===== src/rtl/game_key_pkg.sv =====
// Shared key indices, PS/2 set-2 scan codes and decoder state type for the game keyboard path.
package game_key_pkg;

   localparam int NUM_KEYS  = 7;
   localparam int KEY_IDX_W = 3;

   localparam logic [KEY_IDX_W-1:0] KEY_LEFT  = 3'd0;
   localparam logic [KEY_IDX_W-1:0] KEY_RIGHT = 3'd1;
   localparam logic [KEY_IDX_W-1:0] KEY_UP    = 3'd2;
   localparam logic [KEY_IDX_W-1:0] KEY_DOWN  = 3'd3;
   localparam logic [KEY_IDX_W-1:0] KEY_SPACE = 3'd4;
   localparam logic [KEY_IDX_W-1:0] KEY_ENTER = 3'd5;
   localparam logic [KEY_IDX_W-1:0] KEY_ESC   = 3'd6;

   localparam logic [7:0] SC_EXT   = 8'hE0;
   localparam logic [7:0] SC_BRK   = 8'hF0;
   localparam logic [7:0] SC_LEFT  = 8'h6B;
   localparam logic [7:0] SC_RIGHT = 8'h74;
   localparam logic [7:0] SC_UP    = 8'h75;
   localparam logic [7:0] SC_DOWN  = 8'h72;
   localparam logic [7:0] SC_SPACE = 8'h29;
   localparam logic [7:0] SC_ENTER = 8'h5A;
   localparam logic [7:0] SC_ESC   = 8'h76;

   typedef enum logic [1:0] {
      ST_IDLE    = 2'd0,
      ST_EXT     = 2'd1,
      ST_BRK     = 2'd2,
      ST_EXT_BRK = 2'd3
   } key_state_t;

endpackage


===== src/rtl/ps2_key_lookup.sv =====
// Combinational map from {extended, scan code} to a game key index; o_hit is 0 for unmapped codes.
module ps2_key_lookup
   import game_key_pkg::*;
(
   input  logic                 i_ext,
   input  logic [7:0]           i_code,
   output logic                 o_hit,
   output logic [KEY_IDX_W-1:0] o_idx
);

   always_comb begin
      o_hit = 1'b1;
      o_idx = KEY_LEFT;
      case ({i_ext, i_code})
         {1'b1, SC_LEFT}:  o_idx = KEY_LEFT;
         {1'b1, SC_RIGHT}: o_idx = KEY_RIGHT;
         {1'b1, SC_UP}:    o_idx = KEY_UP;
         {1'b1, SC_DOWN}:  o_idx = KEY_DOWN;
         {1'b0, SC_SPACE}: o_idx = KEY_SPACE;
         {1'b0, SC_ENTER}: o_idx = KEY_ENTER;
         {1'b0, SC_ESC}:   o_idx = KEY_ESC;
         default:          o_hit = 1'b0;
      endcase
   end

endmodule


===== src/rtl/ps2_key_decoder.sv =====
// PS/2 set-2 decoder: E0/F0 prefix FSM with stall timeout, per-key held state and make/break pulses.
// Optional macro KEY_TYPEMATIC_FILTER_EN suppresses key_press for typematic repeats of a held key.
module ps2_key_decoder #(
   parameter int unsigned TIMEOUT_CYCLES = 2_500_000,
   parameter int unsigned NUM_KEYS       = 7
) (
   input  logic                clock,
   input  logic                resetn,
   input  logic [7:0]          dat_out,
   input  logic                dat_ready,
   input  logic                dat_busy,
   output logic [NUM_KEYS-1:0] key_down,
   output logic [NUM_KEYS-1:0] key_press,
   output logic [NUM_KEYS-1:0] key_release,
   output logic                code_valid,
   output logic [8:0]          last_code
);
   import game_key_pkg::*;

   localparam int CNT_W = (TIMEOUT_CYCLES > 2) ? $clog2(TIMEOUT_CYCLES) : 1;
   localparam logic [CNT_W-1:0] CNT_LAST = CNT_W'(TIMEOUT_CYCLES - 1);

   key_state_t           r_state;
   logic [CNT_W-1:0]     r_cnt;
   logic                 r_ready_d;
   logic                 r_code_valid;
   logic [8:0]           r_last_code;

   key_state_t           w_next_state;
   logic                 w_accept;
   logic                 w_make;
   logic                 w_break;
   logic                 w_ext;
   logic                 w_done;
   logic                 w_hit;
   logic [KEY_IDX_W-1:0] w_idx;

   assign w_accept = dat_ready & ~r_ready_d & ~dat_busy;

   always_comb begin
      w_next_state = r_state;
      w_make       = 1'b0;
      w_break      = 1'b0;
      w_ext        = 1'b0;
      case (r_state)
         ST_IDLE: begin
            if (dat_out == SC_EXT)      w_next_state = ST_EXT;
            else if (dat_out == SC_BRK) w_next_state = ST_BRK;
            else                        w_make = 1'b1;
         end
         ST_EXT: begin
            if (dat_out == SC_EXT) begin
               w_next_state = ST_EXT;
            end else if (dat_out == SC_BRK) begin
               w_next_state = ST_EXT_BRK;
            end else begin
               w_make       = 1'b1;
               w_ext        = 1'b1;
               w_next_state = ST_IDLE;
            end
         end
         ST_BRK: begin
            w_break      = 1'b1;
            w_next_state = ST_IDLE;
         end
         ST_EXT_BRK: begin
            w_break      = 1'b1;
            w_ext        = 1'b1;
            w_next_state = ST_IDLE;
         end
         default: w_next_state = ST_IDLE;
      endcase
   end

   assign w_done = w_accept & (w_make | w_break);

   ps2_key_lookup u_lookup (
      .i_ext  (w_ext),
      .i_code (dat_out),
      .o_hit  (w_hit),
      .o_idx  (w_idx)
   );

   // An accept always wins over the timeout, so it is tested first.
   always_ff @(posedge clock) begin
      if (!resetn) begin
         r_state      <= ST_IDLE;
         r_cnt        <= '0;
         r_ready_d    <= 1'b0;
         r_code_valid <= 1'b0;
         r_last_code  <= '0;
      end else begin
         r_ready_d    <= dat_ready;
         r_code_valid <= w_done;
         if (w_done)
            r_last_code <= {w_ext, dat_out};
         if (w_accept) begin
            r_state <= w_next_state;
            r_cnt   <= '0;
         end else if (r_state != ST_IDLE) begin
            if (r_cnt == CNT_LAST) begin
               r_state <= ST_IDLE;
               r_cnt   <= '0;
            end else begin
               r_cnt <= r_cnt + 1'b1;
            end
         end else begin
            r_cnt <= '0;
         end
      end
   end

   assign code_valid = r_code_valid;
   assign last_code  = r_last_code;

   genvar gi;
   generate
      for (gi = 0; gi < NUM_KEYS; gi++) begin : g_key
         logic r_down;
         logic r_press;
         logic r_rel;
         logic w_sel;

         assign w_sel = w_done & w_hit & (w_idx == KEY_IDX_W'(gi));

         always_ff @(posedge clock) begin
            if (!resetn) begin
               r_down  <= 1'b0;
               r_press <= 1'b0;
               r_rel   <= 1'b0;
            end else begin
               r_press <= 1'b0;
               r_rel   <= 1'b0;
               if (w_sel && w_make) begin
                  r_down  <= 1'b1;
`ifdef KEY_TYPEMATIC_FILTER_EN
                  r_press <= ~r_down;
`else
                  r_press <= 1'b1;
`endif
               end else if (w_sel && w_break) begin
                  r_down <= 1'b0;
                  r_rel  <= 1'b1;
               end
            end
         end

         assign key_down[gi]    = r_down;
         assign key_press[gi]   = r_press;
         assign key_release[gi] = r_rel;
      end
   endgenerate

endmodule


===== config.mk =====
export PLATFORM = sky130hd
export DESIGN_NAME = ps2_key_decoder
export DESIGN_NICKNAME = d
export VERILOG_FILES = /design/src/rtl/game_key_pkg.sv /design/src/rtl/ps2_key_lookup.sv /design/src/rtl/ps2_key_decoder.sv
export SDC_FILE = /design/constraint.sdc
export NUM_CORES = 1
export LEC_CHECK = 0
export ABC_AREA = 1
export CORE_MARGIN = 2
export CORE_UTILIZATION = 30
export CTS_CLUSTER_SIZE = 30
export DETAILED_ROUTE_END_ITERATION = 7
export MAX_ROUTING_LAYER = met4
export PLACE_DENSITY = 0.61
export SYNTH_ARGS = -nofsm -noshare
export SYNTH_HDL_FRONTEND = slang
export SYNTH_SLANG_ARGS = --single-unit

===== constraint.sdc =====
create_clock -name clock -period 2.5 [get_ports clock]
set_input_delay 0.625 -clock clock [delete_from_list [all_inputs] [get_ports clock]]
set_output_delay 0.625 -clock clock [all_outputs]
set_load 0.01 [all_outputs]

==> qor.yml <==
crit_type: "in2reg"
cp.depth: 13
worst-path-buf-inv: 2
p_int_mw: 1.15
cts_tree: "yes"
ys_top_cells_by_count: "nand2_1, nor2_1, dfxtp_1, inv_1, nand3_1"
viasPerCell: 4.43
critPathLaunchType: "input port"
slowest_delay_ps: 490
postSynth.asyncResetShare_pct: 0
synth_top_family_by_area: "simple AND/OR/NAND/NOR gates"
holdBufCountCts: 0
fin_skew_ps: 9.38
fillers: 1035
grt_max_degree: 23
drv_slew: 0
yosys_warnings: 0
cts_buffers: 5
rsz0062_at_grt: "false"
hold_violations: 0
path_clk_slew_ps: 100
finalNonFillerCells: 560
clockBufferDepth: 2
fmax_mhz: 451
grt_pass1_vias: 2411
setup_viol: 0
clkSinkCount: 56
rr_startpoint: "r_state[1]"
synth.area.mux_share_pct: 0.342
nNetsFinal: 439
io_pins: 43
root_buffer: "clkbuf_8"
status: "completed"
area_delta_synth_final_pct: 20.0
yosys.area_share.simple_pct: 38.7
cp_cell_sequence: "clkdlybuf4s50_1, inv_2, nand2_4, nor2_4, nand2_2, nand3_2, nand2_2, nand2_1, nand3_2, nor2_2, nand3_1, nand3_1, nand2_1"
vias: 2483
hold_depth: 1
hold_ws_ps: 456
ys.flop_type: "dfxtp_1"
period_share_pct: 88.6
slew_headroom_pct: 60.1
power_frac_seq_pct: 59.3
die_h_um: 103
synth_area_mm2: 0.00293
post_cts_buffers: 0
synth_area_leaders: "dfxtp_1, nand2_1, nor2_1"
power_frac_comb_pct: 7.8
row_count: 36
min_to: "r_cnt[0]"
first_pass_iters: 4
tightest_slew_ps: 598
grt_pass1_wl_mm: 10.6
cts_resized: 0
yosysMostFrequentCell: "nand2_1"
yosysSeqAreaShare_pct: 38.3
ys_types: 37
track_usage_pct: 12.8
r2r_cells: 8
multi_input_area_mm2: 0.00144
synth_edf_count: 0
synth_top_area_share_pct: 38.3
power.density_mw_per_mm2: 435
critPathMaxFanout: 6
die-area_mm2: 0.0106
r2r-end: "g_key[5].r_rel"
gr-total-overflow: 0
syn_nets: 407
gp_congestion: 0.888
register_area_mm2: 0.00112
drt_wl_total_mm: 6.14
post_drt_wl_per_cell_um: 11.0
drive_above_1_share_pct: 15.5
diodes: 0
total_power_mw: 1.53
reg2reg_slack_ps: 570
p_leak_nw: 1.33
grt_antenna_before_repair: 0
io_buffers: 42
core-area_mm2: 0.00964
synth_adder_area_share_pct: 0.428
drtAntennaViolNets: 0
synth_compound_area_share_pct: 7.35
synth_area_per_cell_um2: 7.43
critPathRequiredTime_ps: 2710
drc: 0
drt_iter0_drc: 59
htree_levels: 2
placed_cells: 552
vdd_drop_max_uv: 235
crit_family: "simple AND/OR/NAND/NOR gates"
clkPwrFrac_pct: 33.0
ys_ff_latch: 56
initial_utilization_pct: 30.4
p_sw_share_pct: 24.5
syn_inst: 394
dp.final_hpwl_mm: 4.86
die_w_um: 103
min_period_ps: 2220
maxCapViolCount: 0
cp-end-kind: "flop"
synth-xor-area-share_pct: 2.39
clk_latency_ps: 310
cp_slowest_cell: "clkdlybuf4s50_1"
min_from: "r_cnt[0]"
yosys.area.top_type: "dfxtp_1"
arrival_ps: 2430
p_switching_mw: 0.375
hold_path_class: "reg2reg"
## layout make-up
class                      count  share of cell area (%)
clock inverter                 3                   0.677
inverter                      45                    4.81
multi-input combinational    264                    41.0
clock buffer                   5                    1.96
timing repair buffer          54                    14.9
sequential                    56                    31.9
tap                          133                    4.74
## metrics by stage
step                      TNS [ps]  worst slack, ps  instance area, um^2  util, %
after floorplan                  0              645                 2930        -
after global placement        -100            -44.1                 3420     35.5
after detailed placement      -221            -55.4                 3420     35.5
after CTS                        0              269                 3510     36.4
after global routing             0              109                 3510     36.4
final                            0              284                 3510     36.4
## worst reg2reg max path, cell delays in order (launching register included)
cell,delay [ps]
dfxtp_1,710
inv_1,220
nand2_8,160
nand2_8,90
nor2_4,110
nand3_2,130
a22oi_4,230
nand3_1,100
nor2_1,110
## placed cells by master (no fill, tap or decap), drive strengths merged, types with 2 or more instances in the layout
cell type	count
xor2	6
nand4	9
xnor2	2
nor3b	8
or2	3
inv	45
nor4	6
nand2	78
clkbuf	5
nor2	70
a21oi	19
dfxtp	56
clkinvlp	2
buf	12
nand3	35
clkdlybuf4s50	42
nor3	8
o21ai	12
## sequential cells by signal, summed over array words and instances (netlist names)
signal,flops
g_key.r_rel,7
g_key.r_down,7
last_code,9
r_state,2
code_valid,1
r_cnt,22
g_key.r_press,7
r_ready_d,1
## cell families after synthesis
family                     after synthesis
DFF                                     56
muxes                                    1
buffers and inverters                   74
AOI/OAI and AO/OA                       36
xor gates and xnor gates                 8
adders and majority gates                1
and+or+nand+nor                        218
## power by group through the flow
| stage | clock network (mW) | logic, mW | registers, mW |
|---|---|---|---|
| 3_5_place_dp | 0 | 0.120 | 0.927 |
| 6_report | 0.504 | 0.119 | 0.906 |
| 2_1_floorplan | 0 | 0.0542 | 0.931 |
| 3_3_place_gp | 0 | 0.119 | 0.927 |
| 4_1_cts | 0.529 | 0.120 | 0.907 |
| 5_1_grt | 0.561 | 0.131 | 0.908 |
## worst max path at each step
stage,endpoint,start,slack (ps)
final,g_key[4].r_down,dat_out[1],280
after global routing,g_key[2].r_rel,dat_out[7],110
after CTS,g_key[4].r_down,dat_out[1],270
after detailed placement,g_key[4].r_down,dat_out[1],-60
after global placement,g_key[6].r_down,dat_out[1],-40
after floorplan,g_key[6].r_down,dat_out[0],650
## per-layer routing
metal  track usage [%]  wire, um
met1              15.6      2850
met2              21.8      2950
met3              2.78       247
met4              3.14        89
met5                 -         0
Power figures use the tool's default switching activity.
